<file path="config.mk">
export PLATFORM = sky130hd
export DESIGN_NAME = task_input_feeder_flat
export DESIGN_NICKNAME = d
export VERILOG_FILES = /design/src/rtl/task_input_feeder_if.sv /design/src/rtl/task_input_feeder.sv /design/src/flat_wrapper.sv
export SDC_FILE = /design/constraint.sdc
export NUM_CORES = 1
export LEC_CHECK = 0
export ABC_AREA = 1
export CAP_MARGIN = 10
export CORE_AREA = 2 2 130 132
export DETAILED_ROUTE_END_ITERATION = 8
export DIE_AREA = 0 0 132 134
export GPL_TIMING_DRIVEN = 1
export MAX_ROUTING_LAYER = met4
export PLACE_DENSITY = 0.69
export SLEW_MARGIN = 20
export SYNTH_ARGS = -nofsm -noshare
export SYNTH_HDL_FRONTEND = slang
export SYNTH_SLANG_ARGS = --single-unit
</file>
<file path="constraint.sdc">
create_clock -name i_clk -period 4.2 [get_ports i_clk]
set_input_delay 0.42 -clock i_clk [delete_from_list [all_inputs] [get_ports i_clk]]
set_output_delay 0.42 -clock i_clk [all_outputs]
set_load 0.005 [all_outputs]
</file>
<file path="src/rtl/task_input_feeder_if.sv">
// task_input_feeder_if: host-side AXI-Stream word channel feeding the task input unpacker.
interface task_input_feeder_if #(
    parameter int IN_WIDTH = 32
);
    logic [IN_WIDTH-1:0] tdata;
    logic                tvalid;
    logic                tready;
    logic                tlast;
    modport master(output tdata, tvalid, tlast, input tready);
    modport slave(input tdata, tvalid, tlast, output tready);
endinterface

</file>
<file path="src/rtl/task_input_feeder.sv">
// task_input_feeder: unpacks host words LSB-byte-first into a self-paced task byte stream.
// Defining TASK_INPUT_FEEDER_STATS_EN adds saturating o_bytes_sent / o_packets_sent counters.
module task_input_feeder #(
    parameter int IN_WIDTH   = 32,
    parameter int OUT_WIDTH  = 8,
    parameter int SIZE_WIDTH = 32
) (
    input  logic                  i_clk,
    input  logic                  i_rst_n,
    input  logic                  i_start,
    input  logic [SIZE_WIDTH-1:0] i_packet_size_in_bytes,
    task_input_feeder_if.slave    s_axis,
    output logic [OUT_WIDTH-1:0]  o_data,
    output logic                  o_valid,
    output logic                  o_first,
    output logic                  o_last,
    output logic                  o_busy,
    output logic                  o_trunc
`ifdef TASK_INPUT_FEEDER_STATS_EN
    ,
    output logic [SIZE_WIDTH-1:0] o_bytes_sent,
    output logic [15:0]           o_packets_sent
`endif
);
    localparam int LANES = IN_WIDTH / OUT_WIDTH;
    localparam int LW    = LANES > 1 ? $clog2(LANES) : 1;

    typedef enum logic [1:0] {S_IDLE, S_WAIT, S_EMIT, S_DRAIN} state_t;

    state_t                state, state_n;
    logic [SIZE_WIDTH-1:0] size_q, cnt_q;
    logic [IN_WIDTH-1:0]   buf_q;
    logic                  buf_last_q;
    logic [LW-1:0]         lane_q;
    logic [OUT_WIDTH-1:0]  data_q;
    logic                  emit, hs, start_ok, size_end, last_lane, tl_end;

    assign emit      = state == S_EMIT;
    assign start_ok  = i_start && i_packet_size_in_bytes != '0;
    assign size_end  = cnt_q == size_q - SIZE_WIDTH'(1);
    assign last_lane = lane_q == LW'(LANES - 1);
    assign tl_end    = last_lane && buf_last_q;
    // Prefetch on the final lane keeps back-to-back host words bubble-free.
    assign s_axis.tready = state == S_WAIT || state == S_DRAIN ||
                           (emit && last_lane && !size_end && !buf_last_q);
    assign hs = s_axis.tvalid && s_axis.tready;

    always_ff @(posedge i_clk) begin
        if (!i_rst_n)
            state <= S_IDLE;
        else
            state <= state_n;
    end

    always_comb begin
        state_n = state;
        case (state)
            S_IDLE:  state_n = start_ok ? S_WAIT : S_IDLE;
            S_WAIT:  state_n = hs ? S_EMIT : S_WAIT;
            S_EMIT:  state_n = size_end ? (buf_last_q ? S_IDLE : S_DRAIN) :
                               tl_end ? S_IDLE :
                               (last_lane && !hs) ? S_WAIT : S_EMIT;
            S_DRAIN: state_n = (hs && s_axis.tlast) ? S_IDLE : S_DRAIN;
            default: state_n = S_IDLE;
        endcase
    end

    always_comb begin
        o_valid = emit;
        o_first = emit && cnt_q == '0;
        o_last  = emit && (size_end || tl_end);
        o_trunc = emit && tl_end && !size_end;
        o_data  = emit ? buf_q[lane_q*OUT_WIDTH +: OUT_WIDTH] : data_q;
        o_busy  = state != S_IDLE;
    end

    always_ff @(posedge i_clk) begin
        if (!i_rst_n) begin
            size_q     <= '0;
            cnt_q      <= '0;
            buf_q      <= '0;
            buf_last_q <= 1'b0;
            lane_q     <= '0;
            data_q     <= '0;
        end else begin
            if (state == S_IDLE && start_ok) begin
                size_q <= i_packet_size_in_bytes;
                cnt_q  <= '0;
            end
            if (hs && state != S_DRAIN) begin
                buf_q      <= s_axis.tdata;
                buf_last_q <= s_axis.tlast;
                lane_q     <= '0;
            end else if (emit) begin
                lane_q <= lane_q + 1'b1;
            end
            if (emit) begin
                cnt_q  <= cnt_q + 1'b1;
                data_q <= o_data;
            end
        end
    end

`ifdef TASK_INPUT_FEEDER_STATS_EN
    always_ff @(posedge i_clk) begin
        if (!i_rst_n) begin
            o_bytes_sent   <= '0;
            o_packets_sent <= '0;
        end else begin
            if (o_valid && !(&o_bytes_sent))
                o_bytes_sent <= o_bytes_sent + 1'b1;
            if (o_last && !(&o_packets_sent))
                o_packets_sent <= o_packets_sent + 1'b1;
        end
    end
`endif
endmodule

</file>
<file path="src/flat_wrapper.sv">
// flat-port wrapper written by rule: the top's interface ports become plain ports
module task_input_feeder_flat 
#(
    parameter int IN_WIDTH   = 32,
    parameter int OUT_WIDTH  = 8,
    parameter int SIZE_WIDTH = 32
)
  (i_clk, i_rst_n, i_start, i_packet_size_in_bytes, o_data, o_valid, o_first, o_last, o_busy, o_trunc, s_axis_tdata, s_axis_tvalid, s_axis_tlast, s_axis_tready);
  task_input_feeder_if #(.IN_WIDTH(IN_WIDTH)) s_axis_i ();
  input  logic i_clk;
  input  logic i_rst_n;
  input  logic i_start;
  input  logic [SIZE_WIDTH-1:0] i_packet_size_in_bytes;
  output logic [OUT_WIDTH-1:0] o_data;
  output logic o_valid;
  output logic o_first;
  output logic o_last;
  output logic o_busy;
  output logic o_trunc;
  input wire logic [$bits(s_axis_i.tdata)-1:0] s_axis_tdata;
  input wire logic [$bits(s_axis_i.tvalid)-1:0] s_axis_tvalid;
  input wire logic [$bits(s_axis_i.tlast)-1:0] s_axis_tlast;
  output wire logic [$bits(s_axis_i.tready)-1:0] s_axis_tready;
  assign s_axis_i.tdata = s_axis_tdata;
  assign s_axis_i.tvalid = s_axis_tvalid;
  assign s_axis_i.tlast = s_axis_tlast;
  assign s_axis_tready = s_axis_i.tready;
  task_input_feeder #(.IN_WIDTH(IN_WIDTH), .OUT_WIDTH(OUT_WIDTH), .SIZE_WIDTH(SIZE_WIDTH)) u_core (.i_clk(i_clk), .i_rst_n(i_rst_n), .i_start(i_start), .i_packet_size_in_bytes(i_packet_size_in_bytes), .s_axis(s_axis_i), .o_data(o_data), .o_valid(o_valid), .o_first(o_first), .o_last(o_last), .o_busy(o_busy), .o_trunc(o_trunc));
endmodule
</file>
Word-level counts from Yosys, hierarchy flattened
Index checks and enable logic that the tools add are counted.
W data, S select, Z words.
Word-level totals
  input port bits: 69
  bits in registers: 109
  word-level logic and storage cells: 55
Operators by class
  bitwise gates (word level): 1
  shift operators: 1
  muxes and demuxes: 11
  add/subtract/negate cells: 3
  eq/ne operators: 6
  reduce and logical (&&, ||, !) cells: 26
Operator list (count)
  $mux W32: 2
  $add A32 B1 Y32 const B: 1
  $eq A32 B32 Y1: 1
  $logic_not A32 Y1: 1
  $reduce_bool A32 Y1: 1
  $shiftx A32 B6 Y8: 1
  $sub A32 B1 Y32 const B: 1
  $logic_and A1 B1 Y1: 14
  $mux W2: 6
  $mux W8: 1
  $pmux W2 S4: 1
  $eq A2 B2 Y1 const B: 3
  $reduce_bool A2 Y1: 2
  $logic_not A1 Y1: 3
  $logic_or A1 B1 Y1: 3
  $add A2 B1 Y2 const B: 1
  $eq A2 B1 Y1 const B: 1
  $logic_not A2 Y1: 1
  $ne A2 B2 Y1 const B: 1
  $reduce_or A2 Y1: 1
  $mux W1: 1
  $not A1 Y1: 1

Logic depth before layout (Yosys ltp)
  depth after elaboration: 13
  depth in mapped cells: 21
  depth with buffers taken out: 21

Worst setup path after synthesis
No wires, ideal clock.
  kind: register to register
  from: register u_core.size_q[0]
  to: register u_core.buf_q[13]
  stages on the path, launching flop included: 22
  path slack: 1.822 ns
  period minus slack after synthesis: 2.378 ns
  path buffers: 2
  arrival: 2.264 ns
  path through: dfxtp_1 -> inv_1 -> ha_1 -> or2_2 -> nand2_1 -> nand2_1 -> nand2_1 -> nand2_1 -> nor2_1 -> nand2_1 -> nor2_1 -> nand2_1 -> nor2_1 -> nand3_2 -> nand3_2 -> nand2_4 -> nand3_4 -> inv_2 -> buf_6 -> buf_6 -> nand3_2 -> o21ai_2
On the way
  longest elaborated chain between the ends: 8
Ends and longest elaborated chain
  start, declared: line task_input_feeder.sv:31  | logic [SIZE_WIDTH-1:0] size_q, cnt_q;
  start signal, assigned: line task_input_feeder.sv:87  | size_q <= i_packet_size_in_bytes;
  $sub A32 B1 Y32: line task_input_feeder.sv:40  | assign size_end = cnt_q == size_q - SIZE_WIDTH'(1);
  $eq A32 B32 Y1: line task_input_feeder.sv:40
  $logic_not A1 Y1: line task_input_feeder.sv:45  | (emit && last_lane && !size_end && !buf_last_q);
  $logic_and A1 B1 Y1 (2 in a row): line task_input_feeder.sv:45
  $logic_or A1 B1 Y1: line task_input_feeder.sv:44  | assign s_axis.tready = state == S_WAIT || state == S_DRAIN ||
  net s_axis_tready: line flat_wrapper.sv:23  | output wire logic [$bits(s_axis_i.tready)-1:0] s_axis_tready;
  $logic_and A1 B1 Y1: line task_input_feeder.sv:46  | assign hs = s_axis.tvalid && s_axis.tready;
  $logic_and A1 B1 Y1: line task_input_feeder.sv:90  | if (hs && state != S_DRAIN) begin
  end signal, assigned: line task_input_feeder.sv:91  | buf_q <= s_axis.tdata;
  end, declared: line task_input_feeder.sv:32  | logic [IN_WIDTH-1:0] buf_q;
The timed path passes the listed nets, and every way through them passes these cells.
A chain may end at the register's enable or synchronous reset.

Worst setup path after layout
  from: register u_core.size_q[0]
  to: output o_last
On the way
  longest elaborated chain between the ends: 4
Ends and longest elaborated chain
  $sub A32 B1 Y32: line task_input_feeder.sv:40
  $eq A32 B32 Y1: line task_input_feeder.sv:40
  $logic_or A1 B1 Y1: line task_input_feeder.sv:71  | o_last = emit && (size_end || tl_end);
  $logic_and A1 B1 Y1: line task_input_feeder.sv:71
  end, declared: line flat_wrapper.sv:17  | output logic o_last;
Every way passes these cells.

==> impl_metrics.py <==
metrics = {
    "clock_tree": {
        "insertion_delay_ns": 0.36,
        "cts_sinks": 109,
        "cts_max_level": 3,
        "postCtsSetupBuffers": 0,
        "cts_made_buffers": 9,
        "clk_pin_slew_ns": 0.08,
        "clockRootBuffer": "clkbuf_16",
        "postCtsHoldBufs": 0,
        "ctsResizeCount": 0,
        "clockBufferDepth": 2,
        "cts_tree": "built",
    },
    "worst_setup_path": {
        "cp_common_cell": "nand2_1",
        "cp_data_required_time_ns": 3.78,
        "slowest_stage": "clkdlybuf4s50_1",
        "path_class": "reg2out",
        "crit_fanout": 5,
        "cp.arrival_ns": 3.00,
        "critPathMaxStageDelay_ns": 0.54,
        "endpoint_kind": "primary output",
        "crit_chain": "inv_1 > ha_1 > or2_2 > nand2_1 > nand2_1 > nand2_1 > nand2_1 > nor2_1 > nand2_1 > nor2_1 > nand2_1 > nor2_1 > nand3_2 > a21oi_1 > clkdlybuf4s50_1",
        "startpoint_type": "flip-flop",
    },
    "finish": {
        "drive_above_1_share": 0.0629,
        "nNetsFinal": 1117,
        "antenna_cells": 0,
        "multi_input_area_sq_mm": 0.00361,
        "regArea_sq_mm": 0.00218,
        "syn_to_final_growth_pct": 19.7,
        "postLayoutCellArea_sq_mm": 0.00763,
        "fillerInstances": 1651,
    },
    "grt": {
        "grt_pass1_wl_mm": 28.2,
        "grtUsageMet2": 0.337,
        "grt.met1_usage": 0.255,
        "grt_pass1_vias": 5857,
        "grt.busiest_layer": "met2",
        "grt_max_degree": 68,
        "antenna_found_initial": 0,
        "use_met3": 0.0420,
        "track_usage": 0.204,
        "grt_overflow_total": 0,
    },
    "route": {
        "final_antenna_net_count": 0,
        "vias": 6354,
        "drc": 0,
        "wire_per_inst_um": 13.8,
        "first_iter_violations": 518,
        "wl_mm": 17.5,
        "via_per_inst": 5.01,
        "dr.pass1.iters": 5,
    },
    "sta": {
        "fin_skew_ns": 0.0129,
        "worstMarginPinSlew_ns": 0.780,
        "hold_viol_final": 0,
        "report.final.slew_viol_count": 0,
        "max_freq_mhz": 293,
        "setup_viol": 0,
        "min_period_ns": 3.42,
        "slew_headroom": 0.475,
        "whs_ns": 0.462,
        "finalCritPeriodShare": 0.814,
        "finalSetupTns_ns": 0,
        "rsz0062_at_grt": "no",
    },
    "place": {
        "dpl_cell_area_sq_mm": 0.00733,
        "hpwl_mm": 12.9,
        "port_buffers": 82,
        "gp_congestion": 0.925,
    },
    "logic_synthesis": {
        "synth_common_cells": "nand2_1 (239), nor2_1 (141), dfxtp_1 (109), inv_1 (101), o21ai_0 (75)",
        "synthTopCellsByArea": "dfxtp_1 (34%), nand2_1 (14%), nor2_1 (8.3%), inv_1 (5.9%), o21ai_0 (5.9%)",
        "ys_ff_latch": 109,
        "ys.flop_type": "dfxtp_1",
        "yosysTopAreaCellShare": 0.342,
        "netlist_area_sq_mm": 0.00638,
        "yosysMostFrequentCell": "nand2_1",
        "avgSynthCellArea_sq_um": 6.46,
        "synthCells": 987,
        "yosysSeqAreaShare": 0.342,
        "synth_fp_nets": 1060,
        "yosysTopAreaCell": "dfxtp_1",
        "synth_edf_count": 0,
        "yosysWarnings": 0,
        "synth-async-reset-ratio": 0,
        "ys_types": 43,
    },
    "run_status": {
        "status": "finished, final reports clean",
    },
    "job": {
        "drv_cap": 0,
    },
    "pwr": {
        "vdd_drop_max_uv": 193,
        "p_leak_nw": 3.02,
        "cellPowerDensity_mw_per_mm2": 341,
    },
    "floorplanning": {
        "rows": 47,
        "core_sq_mm": 0.0163,
        "initial_utilization": 0.391,
        "die_w_um": 132,
        "die-area_sq_mm": 0.0177,
        "die_h_um": 134,
        "io-pin-count": 83,
    },
    "worst_hold_path": {
        "min_path_type": "reg2reg",
    },
}
[area by class of cell]
type | count | share of cell area
multi-input cells | 731 | 0.473
flip-flops and latches | 109 | 0.286
repair buffers | 88 | 0.113
inverters | 105 | 0.0516
well taps | 220 | 0.0361
clock buffers | 9 | 0.0295
clock inverters | 7 | 0.0108
[path summary, 6_finish.rpt]
| kind | from | end | slack (ns) | depth (start not counted) |
|---|---|---|---|---|
| hold / removal | u_core.buf_q[20]$_SDFFE_PN0P_ | u_core.buf_q[20]$_SDFFE_PN0P_ | 0.46 | 2 |
| hold reg to reg | u_core.buf_q[20]$_SDFFE_PN0P_ | u_core.buf_q[20]$_SDFFE_PN0P_ | 0.46 | 2 |
| setup reg to reg | u_core.size_q[0]$_SDFFE_PN0P_ | u_core.buf_q[28]$_SDFFE_PN0P_ | 1.14 | 18 |
| setup / recovery | u_core.size_q[0]$_SDFFE_PN0P_ | o_last | 0.78 | 15 |
[worst max-delay path, delay by kind of cell (launching register included)]
kind	cells	cell delay (ns)
fa+ha+maj	1	0.27
flops	1	0.35
compound gates	1	0.19
buf+inv	2	0.64
simple gates	11	1.18
[where the power goes]
group	total, mW	internal [mW]	switching (mW)	leakage [nW]
Combinational	0.584	0.220	0.364	1.98
Clock	0.878	0.431	0.447	0.148
Sequential	1.14	1.09	0.0548	0.888
[cells in the final DEF, fill, tap and decap left out, drive strengths merged, types with 2 or more instances in the layout]
cell and instances:
or2 2, nand4 20, clkdlybuf4s50 81, xnor2 12
inv 108, dfxtp 109, a31oi 2, a21oi 73
clkbuf 9, o211ai 2, a211oi 14, buf 7
clkinv 3, nand3 51, nor3 14, xor2 20
nor2 153, nand2 248, nor4 14, o21ai 91
nand3b 3, ha 4
[flip-flops by register name (all words and copies together) (netlist names)]
| register | flops |
|---|---|
| u_core.cnt_q | 32 |
| u_core.data_q | 8 |
| u_core.state | 2 |
| u_core.buf_q | 32 |
| u_core.lane_q | 2 |
| u_core.size_q | 32 |
| u_core.buf_last_q | 1 |
[routing by layer]
metal / wire (um) / vias up / part of all wire
met2: 8130 / 146 / 0.47
met1: 8320 / 2868 / 0.48
met5: 0 / - / 0
met4: 297 / 0 / 0.017
met3: 711 / 21 / 0.041
li1: - / 3319 / -
[cell families (layout without fill, tap and decap cells)]
group / after synthesis / count (layout) / share of synthesized area
xor+xnor: 32 / 32 / 0.0440
buf+inv: 147 / 209 / 0.0911
simple gates: 507 / 507 / 0.356
fa+ha+maj: 4 / 4 / 0.00785
compound gates: 188 / 188 / 0.159
flops: 109 / 109 / 0.342
[metrics by stage]
stage	instances	util	power, mW	setup slack [ns]
6_report	1269	0.469	2.60	0.781
5_1_grt	1269	0.469	2.75	0.509
4_1_cts	1269	0.469	2.62	0.748
3_5_place_dp	1253	0.450	1.74	1.05
3_3_place_gp	1253	0.450	1.74	1.08
2_1_floorplan	987	-	1.55	1.82
No activity file was read; power rests on OpenSTA's default activity.
